[config.mk]
export PLATFORM = sky130hd
export DESIGN_NAME = keypad_emulator
export DESIGN_NICKNAME = d
export VERILOG_FILES = /design/src/rtl/keypad_pkg.sv /design/src/rtl/keypad_emulator_ms_timer.sv /design/src/rtl/keypad_emulator.sv
export SDC_FILE = /design/constraint.sdc
export NUM_CORES = 1
export LEC_CHECK = 0
export ABC_CLOCK_PERIOD_IN_PS = 3250
export BUFFER_PORTS_ARGS = -buffer_cell sky130_fd_sc_hd__buf_4
export CORE_ASPECT_RATIO = 1.75
export CORE_MARGIN = 1.5
export CORE_UTILIZATION = 59
export DETAILED_ROUTE_END_ITERATION = 10
export GPL_ROUTABILITY_DRIVEN = 0
export GPL_TIMING_DRIVEN = 0
export HOLD_SLACK_MARGIN = 0.1
export PLACE_DENSITY = 0.82
export SLEW_MARGIN = 30
export SYNTH_ARGS = -nofsm -noshare
export SYNTH_HDL_FRONTEND = slang
export SYNTH_HIERARCHICAL = 1
export SYNTH_SLANG_ARGS = --single-unit
[constraint.sdc]
create_clock -name clk -period 3.25 [get_ports clk]
set_input_delay 0.325 -clock clk [delete_from_list [all_inputs] [get_ports clk]]
set_output_delay 0.325 -clock clk [all_outputs]
set_load 0.03 [all_outputs]
[src/rtl/keypad_pkg.sv]
// Shared keypad types and key-code to row/column map (same table as keypad_decoder).
package keypad_pkg;

  typedef enum logic [1:0] {IDLE, BOUNCE_IN, HELD, BOUNCE_OUT} kp_state_e;

  // Returns {row[1:0], col[1:0]} of the switch that produces the given hex code.
  function automatic logic [3:0] key_to_rc(input logic [3:0] code);
    logic [3:0] rc;
    case (code)
      4'h1:    rc = 4'b00_00;
      4'h2:    rc = 4'b00_01;
      4'h3:    rc = 4'b00_10;
      4'hA:    rc = 4'b00_11;
      4'h4:    rc = 4'b01_00;
      4'h5:    rc = 4'b01_01;
      4'h6:    rc = 4'b01_10;
      4'hB:    rc = 4'b01_11;
      4'h7:    rc = 4'b10_00;
      4'h8:    rc = 4'b10_01;
      4'h9:    rc = 4'b10_10;
      4'hC:    rc = 4'b10_11;
      4'hF:    rc = 4'b11_01;
      4'hE:    rc = 4'b11_10;
      4'hD:    rc = 4'b11_11;
      default: rc = 4'b11_00;
    endcase
    return rc;
  endfunction

endpackage

[src/rtl/keypad_emulator_ms_timer.sv]
// One-ms tick generator plus loadable ms down-counter; load_ms is the duration minus one.
module ms_timer #(
  parameter int CYC_PER_MS = 125_000,
  parameter int MS_W       = 6
) (
  input  logic            clk,
  input  logic            rst,
  input  logic            load,
  input  logic [MS_W-1:0] load_ms,
  output logic            expire,
  output logic            pre_expire
);

  localparam int CYC_W = (CYC_PER_MS > 1) ? $clog2(CYC_PER_MS) : 1;
  localparam logic [CYC_W-1:0] CYC_LD = CYC_W'(CYC_PER_MS - 1);

  logic [CYC_W-1:0] cyc;
  logic [MS_W-1:0]  ms;

  // Holds at zero once expired so an idle timer never wraps.
  always_ff @(posedge clk or posedge rst) begin
    if (rst) begin
      cyc <= '0;
      ms  <= '0;
    end else if (load) begin
      cyc <= CYC_LD;
      ms  <= load_ms;
    end else if (cyc != '0) begin
      cyc <= cyc - 1'b1;
    end else if (ms != '0) begin
      ms  <= ms - 1'b1;
      cyc <= CYC_LD;
    end
  end

  assign expire     = (cyc == '0) && (ms == '0);
  assign pre_expire = (cyc == CYC_W'(1)) && (ms == '0);

endmodule

[src/rtl/keypad_emulator.sv]
// PmodKYPD stand-in: presses one key for HOLD_MS, answering column strobes on the row lines.
// Optional contact bounce at press and release is built with KEYPAD_EMU_BOUNCE_EN.
module keypad_emulator
  import keypad_pkg::*;
#(
  parameter int CLK_FREQ = 125_000_000,
  parameter int HOLD_MS  = 50
`ifdef KEYPAD_EMU_BOUNCE_EN
  ,
  parameter int BOUNCE_MS  = 2,
  parameter int BOUNCE_CYC = 64
`endif
) (
  input  logic       clk,
  input  logic       rst,
  input  logic [3:0] key_code,
  input  logic       press_req,
  output logic       busy,
  output logic       done,
  input  logic [3:0] col_n,
  output logic [3:0] row_n,
  output logic       contact
);

  localparam int CYC_PER_MS = CLK_FREQ / 1000;
`ifdef KEYPAD_EMU_BOUNCE_EN
  localparam int MAX_MS = (HOLD_MS > BOUNCE_MS) ? HOLD_MS : BOUNCE_MS;
`else
  localparam int MAX_MS = HOLD_MS;
`endif
  localparam int MS_W = (MAX_MS > 1) ? $clog2(MAX_MS) : 1;
  localparam logic [MS_W-1:0] HOLD_LD = MS_W'(HOLD_MS - 1);
`ifdef KEYPAD_EMU_BOUNCE_EN
  localparam logic [MS_W-1:0] BOUNCE_LD = MS_W'(BOUNCE_MS - 1);
  localparam int BC_W = (BOUNCE_CYC > 1) ? $clog2(BOUNCE_CYC) : 1;
  localparam logic [BC_W-1:0] BC_LD = BC_W'(BOUNCE_CYC - 1);
  localparam kp_state_e FIRST_ST = BOUNCE_IN;
  localparam logic [MS_W-1:0] FIRST_LD = BOUNCE_LD;
`else
  localparam kp_state_e FIRST_ST = HELD;
  localparam logic [MS_W-1:0] FIRST_LD = HOLD_LD;
`endif

  kp_state_e       state;
  logic [3:0]      key_q;
  logic [3:0]      col_s1, col_sync;
  logic [1:0]      key_row, key_col;
  logic            load, expire, pre_expire;
  logic [MS_W-1:0] load_ms;

  assign {key_row, key_col} = key_to_rc(key_q);

  always_comb begin
    load    = 1'b0;
    load_ms = HOLD_LD;
    if (state == IDLE && press_req) begin
      load    = 1'b1;
      load_ms = FIRST_LD;
    end
`ifdef KEYPAD_EMU_BOUNCE_EN
    else if (state == BOUNCE_IN && expire) begin
      load = 1'b1;
    end else if (state == HELD && expire) begin
      load    = 1'b1;
      load_ms = BOUNCE_LD;
    end
`endif
  end

  ms_timer #(
    .CYC_PER_MS(CYC_PER_MS),
    .MS_W      (MS_W)
  ) u_timer (
    .clk       (clk),
    .rst       (rst),
    .load      (load),
    .load_ms   (load_ms),
    .expire    (expire),
    .pre_expire(pre_expire)
  );

`ifdef KEYPAD_EMU_BOUNCE_EN
  logic [BC_W-1:0] bcnt;

  always_ff @(posedge clk or posedge rst) begin
    if (rst)                    bcnt <= '0;
    else if (load || bcnt == '0) bcnt <= BC_LD;
    else                        bcnt <= bcnt - 1'b1;
  end
`endif

  // done is raised during the last busy cycle, so a request alongside it still sees busy.
  always_ff @(posedge clk or posedge rst) begin
    if (rst) begin
      state   <= IDLE;
      key_q   <= 4'h0;
      busy    <= 1'b0;
      done    <= 1'b0;
      contact <= 1'b0;
    end else begin
      done <= 1'b0;
      case (state)
        IDLE: if (press_req) begin
          key_q   <= key_code;
          busy    <= 1'b1;
          contact <= 1'b1;
          state   <= FIRST_ST;
        end
`ifdef KEYPAD_EMU_BOUNCE_EN
        BOUNCE_IN: begin
          if (expire) begin
            contact <= 1'b1;
            state   <= HELD;
          end else if (bcnt == '0) begin
            contact <= ~contact;
          end
        end
        HELD: if (expire) begin
          contact <= 1'b0;
          state   <= BOUNCE_OUT;
        end
        BOUNCE_OUT: begin
          if (pre_expire) done <= 1'b1;
          if (expire) begin
            contact <= 1'b0;
            busy    <= 1'b0;
            state   <= IDLE;
          end else if (bcnt == '0) begin
            contact <= ~contact;
          end
        end
`else
        HELD: begin
          if (pre_expire) done <= 1'b1;
          if (expire) begin
            contact <= 1'b0;
            busy    <= 1'b0;
            state   <= IDLE;
          end
        end
`endif
        default: state <= IDLE;
      endcase
    end
  end

  // Only the latched key's column is looked at, whatever else the scanner pulls low.
  always_ff @(posedge clk or posedge rst) begin
    if (rst) begin
      col_s1   <= 4'hF;
      col_sync <= 4'hF;
      row_n    <= 4'hF;
    end else begin
      col_s1   <= col_n;
      col_sync <= col_s1;
      row_n    <= (contact && !col_sync[key_col]) ? ~(4'b0001 << key_row) : 4'hF;
    end
  end

endmodule

* Yosys cells after proc, flatten, opt, wreduce, memory -nomap -nowiden
Memory sizes are Yosys's and may differ from the RTL's.
Cells that the tools add are included.
** Operators by class
- Add/subtract/negate cells :: 2
- Magnitude comparators :: 1
- Equal/unequal tests :: 5
- Shift operators :: 1
- Multiplexer cells :: 18
- Bitwise gates (word level) :: 1
- Reduce and logical (&&, ||, !) cells :: 17
** Operators with widths (number)
- 17-bit two-way mux :: 3
- 6-bit two-way mux :: 3
- 17-bit by 1-bit == test with 1-bit output (second input constant) :: 1
- 17-bit logical NOT :: 1
- 17-bit nonzero test :: 1
- 17-bit by 1-bit subtractor with 17-bit output (second input constant) :: 1
- 6-bit logical NOT :: 1
- 1-bit two-way mux :: 6
- 2-bit != test (second input constant) :: 3
- 2-bit AND reduction :: 3
- 6-bit nonzero test :: 1
- 6-bit by 1-bit subtractor with 6-bit output (second input constant) :: 1
- 1-bit logical AND :: 4
- 2-bit two-way mux :: 2
- 4-bit two-way mux :: 1
- 4-bit inverter :: 1
- 2-bit one-hot mux with 2 select lines :: 1
- 2-bit nonzero test :: 2
- 1-bit by 2-bit << shifter with 4-bit output (first input constant) :: 1
- 2-bit by 3-bit < comparator with 1-bit output (second input constant) :: 1
- 3-bit AND reduction :: 1
- 3-bit nonzero test :: 1
- 1-bit binary-select mux with 2-bit select :: 1
- 2-bit == test (second input constant) :: 1
- other kinds (3) :: 3
** Storage, ports and cells
- Bits in registers :: 43
- Bits in read-only memories :: 64
- Output and inout bits :: 7
- Memories :: 1
** Memory list
- (name not given) :: depth 16, bits a word 4, read ports 1, clocked after memory_dff 0, wr ports 0, RTL line keypad_pkg.sv:9 : case (code)

* Depth between registers and ports, before layout
Gate-level depths: netlist of the first run.
An unclocked memory read counts as a cell.
- Word-level depth :: 6
- Mapped depth :: 8

* Hierarchy
Netlist of the first run, hierarchy kept.
** Modules (own cells, without submodules)
- ms_timer :: instances 1, cells each 141, area each 1316.3 µm², seq. area each 575.6 µm²
- keypad_emulator :: instances 1, cells each 64, area each 782.0 µm², seq. area each 465.4 µm²

* Least setup slack after synthesis of the first run
Ideal clock, no wire load.
- Kind :: reg-to-reg
- From :: register u_timer.cyc[2]
- To :: register u_timer.cyc[16]
- Data arrival time :: 2.196 ns
- Data required time :: 3.126 ns
- Path slack :: 0.930 ns
- Stages on the path, launching flop included :: 6
- Buffers on the path :: 1
- Clock period less this slack :: 2.320 ns
- Path through :: dfrtp_1 -> or4_1 -> buf_2 -> or4_4 -> or3_4 -> a211o_1
** Between the ends
- Cells in the longest elaborated chain, start to end :: 3
- Elaborated cells on any way between the ends :: 5
** RTL lines
- start: declaration :: RTL line keypad_emulator_ms_timer.sv:17 : logic [CYC_W-1:0] cyc;
- start signal: assignment :: RTL line keypad_emulator_ms_timer.sv:29 : cyc <= cyc - 1'b1;
- 17-bit by 1-bit subtractor with 17-bit output or 17-bit nonzero test (tied branches) :: RTL line keypad_emulator_ms_timer.sv:29, keypad_emulator_ms_timer.sv:28
- 17-bit two-way mux :: RTL line keypad_emulator_ms_timer.sv:28 : end else if (cyc != '0) begin
- 17-bit two-way mux :: RTL line keypad_emulator_ms_timer.sv:25 : end else if (load) begin
Several ways; a longest one is shown, not always the timed one.
A chain may end at the register's enable or synchronous reset.

* Worst setup path after layout of the first run
- From :: register u_timer.cyc[8]
- To :: register u_timer.cyc[12]
The elaborated chain is that of the path after synthesis.

==> flow_metrics.tcl, run 1 <==
set metrics [dict create \
    worstSetupStartpointType "register" \
    chipWidth_um 48.1 \
    post_cts.repair.setup_buffers 0 \
    setup_repair_after_global_routing_missed_its_margin "false" \
    wl_um 3820 \
    hpwlAfterDp_um 2780 \
    overflow 0 \
    detail_route.drc_violations 0 \
    min-delay-path-class "input port to async pin" \
    worst_rel_slew_slack 0.452 \
    multiInputGateArea_um2 977 \
    critical_path.n_buffers_inverters 2 \
    design_area_um2 2420 \
    final.hold.worst_slack_ps 88.9 \
    final_antenna_net_count 0 \
    dr.pass1.iters 4 \
    crit_arrival_ps 2690 \
    hold_buffers 0 \
    crit_cells 7 \
    grt_pass1_wl_um 6380 \
    achievable-frequency_ghz 0.397 \
    syn-cell-area_um2 2100 \
    floorplan.die_area_um2 3940 \
    io_pins 18 \
    yosys.area.top_type_share 0.346 \
    cell_internal_pwr_uw 1020 \
    design_power_total_uw 1480 \
    final_cell_mix "29 x sky130_fd_sc_hd__dfrtp_1, 19 x sky130_fd_sc_hd__buf_4, 12 x sky130_fd_sc_hd__dfstp_2, 12 x sky130_fd_sc_hd__nor2_1" \
    fin_skew_ps 5.36 \
    setup_violations 0 \
    cp_common_cell "sky130_fd_sc_hd__clkbuf_1" \
    worst_pin_slew_ps 816 \
    via_density 5.62 \
    vias_in_the_first_global_route 1499 \
    core-area_um2 3400 \
    start_util 0.617 \
    clk_pin_slew_ps 80 \
    pwr-share-clk 0.288 \
    ctsRootBufferMaster "sky130_fd_sc_hd__clkbuf_8" \
    crit_path_top_delay_cell "sky130_fd_sc_hd__nor3_1" \
    filler_cell_count 272 \
    die_height_um 81.9 \
    htree_num_levels 2 \
    power_switching_uw 462 \
    layout_commonest_cell "sky130_fd_sc_hd__dfrtp_1" \
    most_common_flop_cell_mapped_by_yosys "sky130_fd_sc_hd__dfrtp_1" \
    maxCapViolCount 0 \
    critical_path.top_delay_family "simple AND/OR/NAND/NOR gates" \
    antenna_cells 0 \
    placement.io_buffers 17 \
    grt_start_max_net_pins 24 \
    critPathMaxStageDelay_ps 560 \
    critPathCaptureType "register" \
    worstSetupPathType "register to register" \
    antenna_found_initial 0 \
    clock_sinks 41 \
    outcome "completed" \
    post_layout_nets 247 \
    cells_resized_by_post_cts_repair 0 \
    clk_path_buf_depth 2 \
    cts_buffers 5 \
    p_comb_frac 0.213 \
    mapped_cells 205 \
    count_of_flip_flops_with_a_built_in_enable_after_synthesis 0 \
    ir_worst_vdd_uv 571 \
    clock_tree_from_tritoncts "built" \
    max_slew_violation_count 0 \
    synth_warnings 6 \
    power.share.sequential 0.499 \
    final_hold_vios 0 \
    num_rows 28 \
    synthesized_area_divided_by_synthesized_cell_count_um2 10.2 \
    track_usage 0.232 \
    drtIter0Drc 24 \
    syn2layout_area_growth_pct 15.2 \
    dpl-instance-area_um2 2300 \
    worst_r2r_path_depth 7 \
    worstPathCellList "or3_1 -> clkbuf_1 -> nor3_1 -> nand2_1 -> nand2b_1 -> clkbuf_1 -> nor2_1" \
    register_area_um2 1040 \
    totalNegativeSetupSlack_ps 0 \
    netlist_top_cells_area "sky130_fd_sc_hd__dfrtp_1 35%, sky130_fd_sc_hd__dfstp_2 15%, sky130_fd_sc_hd__xnor2_1 2.9%" \
    shortest_period_the_worst_path_allows_ps 2520 \
    ys_ff_latch 41 \
    min_period_over_period 0.775 \
    yosysTopAreaCell "sky130_fd_sc_hd__dfrtp_1" \
    leakagePower_uw 0.00101 \
    vias 1569 \
    synth_cell_types 53 \
    switching_share 0.313 \
    cellPowerDensity_nw_per_um2 611 \
    synth_async_sr_flop_share 1.00 \
    clock_latency_ps 300 \
    worst_ep_required_time_ps 3420 \
    routedWlPerCell_um 13.7 \
    synth_seq_area_share 0.496 \
    share_of_final_layout_standard_cells_stronger_than_drive_strength_1 0.231 \
    crit_path_max_fanout 8 \
]
==> cell type report <==
class	count	share of cell area
Sequential cell	41	0.431
Timing Repair Buffer	17	0.0528
Clock buffer	6	0.0342
Clock inverter	2	0.0155
Multi-Input combinational cell	147	0.404
Inverter	12	0.0186
Buffer	9	0.0207
Tap cell	45	0.0233
==> cells by family (layout without fill, tap and decap cells) <==
group	after synthesis	after routing	synth area share
buffers and inverters	21	46	0.0453
flip-flops	41	41	0.496
XOR/XNOR	14	14	0.0620
multiplexers	5	5	0.0256
adder cells (fa/ha/maj)	3	3	0.0179
other	2	6	0.00358
AND/OR/NAND/NOR	86	86	0.244
AO/OA/AOI/OAI	33	33	0.105
==> state kept, by name (all words and copies together), names as in the netlist <==
name and flops:
key_q 4, row_n 4, col_s1 4, u_timer/ms 6, done 1, u_timer/cyc 17
col_sync 4, contact 1
==> synth_stat cells (3+ instances only) <==
cell and n:
sky130_fd_sc_hd__ha_1 3, sky130_fd_sc_hd__nand2_1 11, sky130_fd_sc_hd__nand2b_1 7, sky130_fd_sc_hd__xor2_1 6, sky130_fd_sc_hd__dfstp_2 12, sky130_fd_sc_hd__or3_1 8
sky130_fd_sc_hd__xnor2_1 7, sky130_fd_sc_hd__a31oi_1 3, sky130_fd_sc_hd__nor3_1 10, sky130_fd_sc_hd__o31ai_1 3, sky130_fd_sc_hd__or4_1 4, sky130_fd_sc_hd__nor2_1 12
sky130_fd_sc_hd__clkbuf_1 5, sky130_fd_sc_hd__nand3_1 8, sky130_fd_sc_hd__o21ai_0 7, sky130_fd_sc_hd__inv_1 12, sky130_fd_sc_hd__nor4_1 5, sky130_fd_sc_hd__dfrtp_1 29
sky130_fd_sc_hd__nand4_1 4, sky130_fd_sc_hd__mux2_2 3, sky130_fd_sc_hd__a21oi_1 6
==> through the flow <==
step,worst slack [ps],std cells,utilization
finish,732,279,0.711
global route,575,279,0.711
CTS,749,279,0.711
detailed placement,805,271,0.676
global placement,828,271,0.676
floorplan,930,209,-
==> layer usage <==
metal	GRT usage	up-vias	share of wire
met4	0.124	0	0.023
met1	0.226	754	0.39
li1	-	775	-
met3	0.0615	7	0.031
met2	0.413	33	0.56
met5	0	-	0
==> final timing paths <==
path	startpoint	endpoint	slack [ps]
setup / recovery	u_timer/cyc[8]	u_timer/cyc[12]	730
hold / removal	rst	u_timer/cyc[4]	90
setup reg to reg	u_timer/cyc[8]	u_timer/cyc[12]	730
hold reg to reg	col_s1[3]	col_sync[3]	360
max in group asynchronous	rst	contact	2740
min in group clk	col_n[2]	col_s1[2]	130
==> power groups by stage <==
stage                     Combinational, uW  Clock, uW  Sequential [uW]
final                                   315        425              737
after detailed placement                314          0              742
after global placement                  302          0              738
after CTS                               318        435              734
after floorplan                         242          0              723
after global routing                    360        457              755
(Power assumes the default switching activity.)
==> run 2, diff against run 1 <==
--- a/config.mk
+++ b/config.mk
@@ -5,16 +5,17 @@
 export SDC_FILE = /design/constraint.sdc
 export NUM_CORES = 1
 export LEC_CHECK = 0
-export ABC_CLOCK_PERIOD_IN_PS = 3250
+export ABC_AREA = 1
+export ABC_CLOCK_PERIOD_IN_PS = 2000
 export BUFFER_PORTS_ARGS = -buffer_cell sky130_fd_sc_hd__buf_4
 export CORE_ASPECT_RATIO = 1.75
 export CORE_MARGIN = 1.5
-export CORE_UTILIZATION = 59
+export CORE_UTILIZATION = 53
 export DETAILED_ROUTE_END_ITERATION = 10
 export GPL_ROUTABILITY_DRIVEN = 0
 export GPL_TIMING_DRIVEN = 0
 export HOLD_SLACK_MARGIN = 0.1
-export PLACE_DENSITY = 0.82
+export PLACE_DENSITY = 0.78
 export SLEW_MARGIN = 30
 export SYNTH_ARGS = -nofsm -noshare
 export SYNTH_HDL_FRONTEND = slang
==> constraint.sdc (replaced) <==
create_clock -name clk -period 2 [get_ports clk]
set_input_delay 0.2 -clock clk [delete_from_list [all_inputs] [get_ports clk]]
set_output_delay 0.2 -clock clk [all_outputs]
set_load 0.03 [all_outputs]
==> flow_metrics.tcl, run 2 <==
set metrics [dict create \
    post_layout_nets 338 \
    floorplan.die_area_um2 4590 \
    reg_top3 "u_timer/cyc (17), u_timer/ms (6)" \
    htree_num_levels 2 \
    worst_rel_slew_slack 0.583 \
    synth_warnings 6 \
    final_hold_vios 0 \
    core-area_um2 3940 \
    detail_route.drc_violations 0 \
    dr.pass1.iters 4 \
    most_common_flop_cell_mapped_by_yosys "sky130_fd_sc_hd__dfrtp_1" \
    start_util 0.562 \
    synthesized_area_divided_by_synthesized_cell_count_um2 7.67 \
    critical_path.n_buffers_inverters 5 \
    io_pins 18 \
    critPathCaptureType "register" \
    vias 1924 \
    fin_skew_ps 7.79 \
    clock_latency_ps 300 \
    chipWidth_um 51.9 \
    synth_async_sr_flop_share 1.00 \
    final.hold.worst_slack_ps 107 \
    setup_repair_after_global_routing_missed_its_margin "false" \
    achievable-frequency_ghz 0.569 \
    critical_path.top_delay_family "buffers and inverters" \
    maxCapViolCount 0 \
    grt_start_max_net_pins 24 \
    yosys.area.top_type_share 0.327 \
    wl_um 4610 \
    routedWlPerCell_um 12.4 \
    share_of_final_layout_standard_cells_stronger_than_drive_strength_1 0.188 \
    worst_ep_required_time_ps 2180 \
    outcome "completed" \
    worstSetupStartpointType "register" \
    setup_violations 0 \
    critPathMaxStageDelay_ps 480 \
    cellPowerDensity_nw_per_um2 584 \
    worst_pin_slew_ps 625 \
    mapped_cells 289 \
    grt_pass1_wl_um 7850 \
    leakagePower_uw 0.00132 \
    vias_in_the_first_global_route 1834 \
    clock_sinks 41 \
    syn2layout_area_growth_pct 17.2 \
    layout_commonest_cell "sky130_fd_sc_hd__nand2_1" \
    timing.reg2reg.setup_slack_ps 240 \
    synthTopCellsByCount "84 x sky130_fd_sc_hd__nand2_1, 40 x sky130_fd_sc_hd__nor2_1, 34 x sky130_fd_sc_hd__inv_1, 29 x sky130_fd_sc_hd__dfrtp_1, 24 x sky130_fd_sc_hd__nand3_1" \
    max_slew_violation_count 0 \
    largest-register "u_timer/cyc" \
    netlist_top_cells_area "sky130_fd_sc_hd__dfrtp_1 33%, sky130_fd_sc_hd__dfstp_2 14%, sky130_fd_sc_hd__nand2_1 14%" \
    final_cell_mix "84 x sky130_fd_sc_hd__nand2_1, 40 x sky130_fd_sc_hd__nor2_1, 33 x sky130_fd_sc_hd__inv_1, 29 x sky130_fd_sc_hd__dfrtp_1, 24 x sky130_fd_sc_hd__nand3_1" \
    clk_pin_slew_ps 80 \
    die_height_um 88.5 \
    yosysTopAreaCell "sky130_fd_sc_hd__dfrtp_1" \
    antenna_cells 0 \
    track_usage 0.231 \
    crit_path_top_delay_cell "sky130_fd_sc_hd__dfrtp_1" \
    final_antenna_net_count 0 \
    min-delay-path-class "input port to register" \
    synth_cell_types 30 \
    via_density 5.16 \
    overflow 0 \
    placement.io_buffers 17 \
    num_rows 30 \
    largest_reg_flops 17 \
    min_period_over_period 0.878 \
    synth_seq_area_share 0.470 \
    worstPathCellList "inv_1 -> nand2_1 -> clkinv_1 -> clkinvlp_4 -> nand4_1 -> buf_2 -> inv_1 -> nand2_1 -> nand3_1 -> nand2_1" \
    worstSetupPathType "register to register" \
    drtIter0Drc 92 \
    yosys.cell_count.top_type "sky130_fd_sc_hd__nand2_1" \
    cp_common_cell "sky130_fd_sc_hd__nand2_1" \
    cts_buffers 5 \
    ir_worst_vdd_uv 580 \
    ys_ff_latch 41 \
    totalNegativeSetupSlack_ps 0 \
    crit_arrival_ps 1940 \
    clock_tree_from_tritoncts "built" \
    crit_path_max_fanout 10 \
    shortest_period_the_worst_path_allows_ps 1760 \
    hpwlAfterDp_um 3360 \
    syn-cell-area_um2 2220 \
    count_of_flip_flops_with_a_built_in_enable_after_synthesis 0 \
    clk_path_buf_depth 2 \
    antenna_found_initial 0 \
    ctsRootBufferMaster "sky130_fd_sc_hd__clkbuf_8" \
]
-- run 2: cell type report --
class / count / area (um2)
Fill cell: 364 / 1350
Buffer: 4 / 31.3
Inverter: 36 / 139
Clock buffer: 6 / 93.8
Tap cell: 48 / 60.1
Timing Repair Buffer: 24 / 193
Multi-Input combinational cell: 212 / 1020
Clock inverter: 2 / 15.0
Sequential cell: 41 / 1040
-- run 2: worst paths after layout --
kind | start | to | cells past startpoint
max | contact | u_timer/cyc[11] | 10
min | key_code[2] | key_q[2] | 3
max reg2reg | contact | u_timer/cyc[11] | 10
min reg2reg | col_s1[0] | col_sync[0] | 0
max in group asynchronous | rst | key_q[0] | 3
min in group asynchronous | rst | u_timer/cyc[4] | 3
-- run 2: worst register-to-register path: stages, from the launching register on --
cell and delay, ps:
sky130_fd_sc_hd__dfrtp_1 480, sky130_fd_sc_hd__inv_1 90, sky130_fd_sc_hd__nand2_1 90, sky130_fd_sc_hd__clkinv_1 230, sky130_fd_sc_hd__clkinvlp_4 180, sky130_fd_sc_hd__nand4_1 110, sky130_fd_sc_hd__buf_2 220, sky130_fd_sc_hd__inv_1 70
sky130_fd_sc_hd__nand2_1 60, sky130_fd_sc_hd__nand3_1 60, sky130_fd_sc_hd__nand2_1 50
-- run 2: cell families after synthesis --
group	share of synthesized area
other	0.00339
DFF	0.470
and+or+nand+nor	0.363
xor gates and xnor gates	0.0198
buffers and inverters	0.0751
adders and majority gates	0.0169
AOI/OAI and AO/OA	0.0519
-- run 2: power breakdown --
| part | switching [uW] | total [uW] | internal [uW] |
|---|---|---|---|
| Sequential | 2.29 | 847 | 845 |
| Combinational | 27.6 | 50.0 | 22.4 |
| Clock | 295 | 619 | 324 |
| Total | 325 | 1520 | 1190 |
-- run 2: repair_timing --
item                                   in CTS  in global routing
hold buffers                                5                  0
endpoints found under the hold margin      10                  0
gates resized for setup                     0                  1
setup endpoints to repair                   0                 14
setup buffers                               0                  2
-- run 2: routing by layer --
layer / track usage / routed length (um) / vias to the layer above / share of wire
met1: 0.227 / 1720 / 907 / 0.37
li1: - / - / 971 / -
met4: 0.0957 / 102 / 0 / 0.022
met2: 0.448 / 2640 / 37 / 0.57
met3: 0.0456 / 149 / 9 / 0.032
met5: 0 / 0 / - / 0
-- run 2: stage by stage --
stage	worst slack, ps	utilization	cells	area [um2]	power, uW
floorplan	270	-	293	2230	882
global placement	88.1	0.614	358	2420	904
detailed placement	50.4	0.614	358	2420	906
CTS	35.9	0.654	371	2580	1540
global route	24.2	0.659	373	2600	1580
finish	244	0.659	373	2600	1520
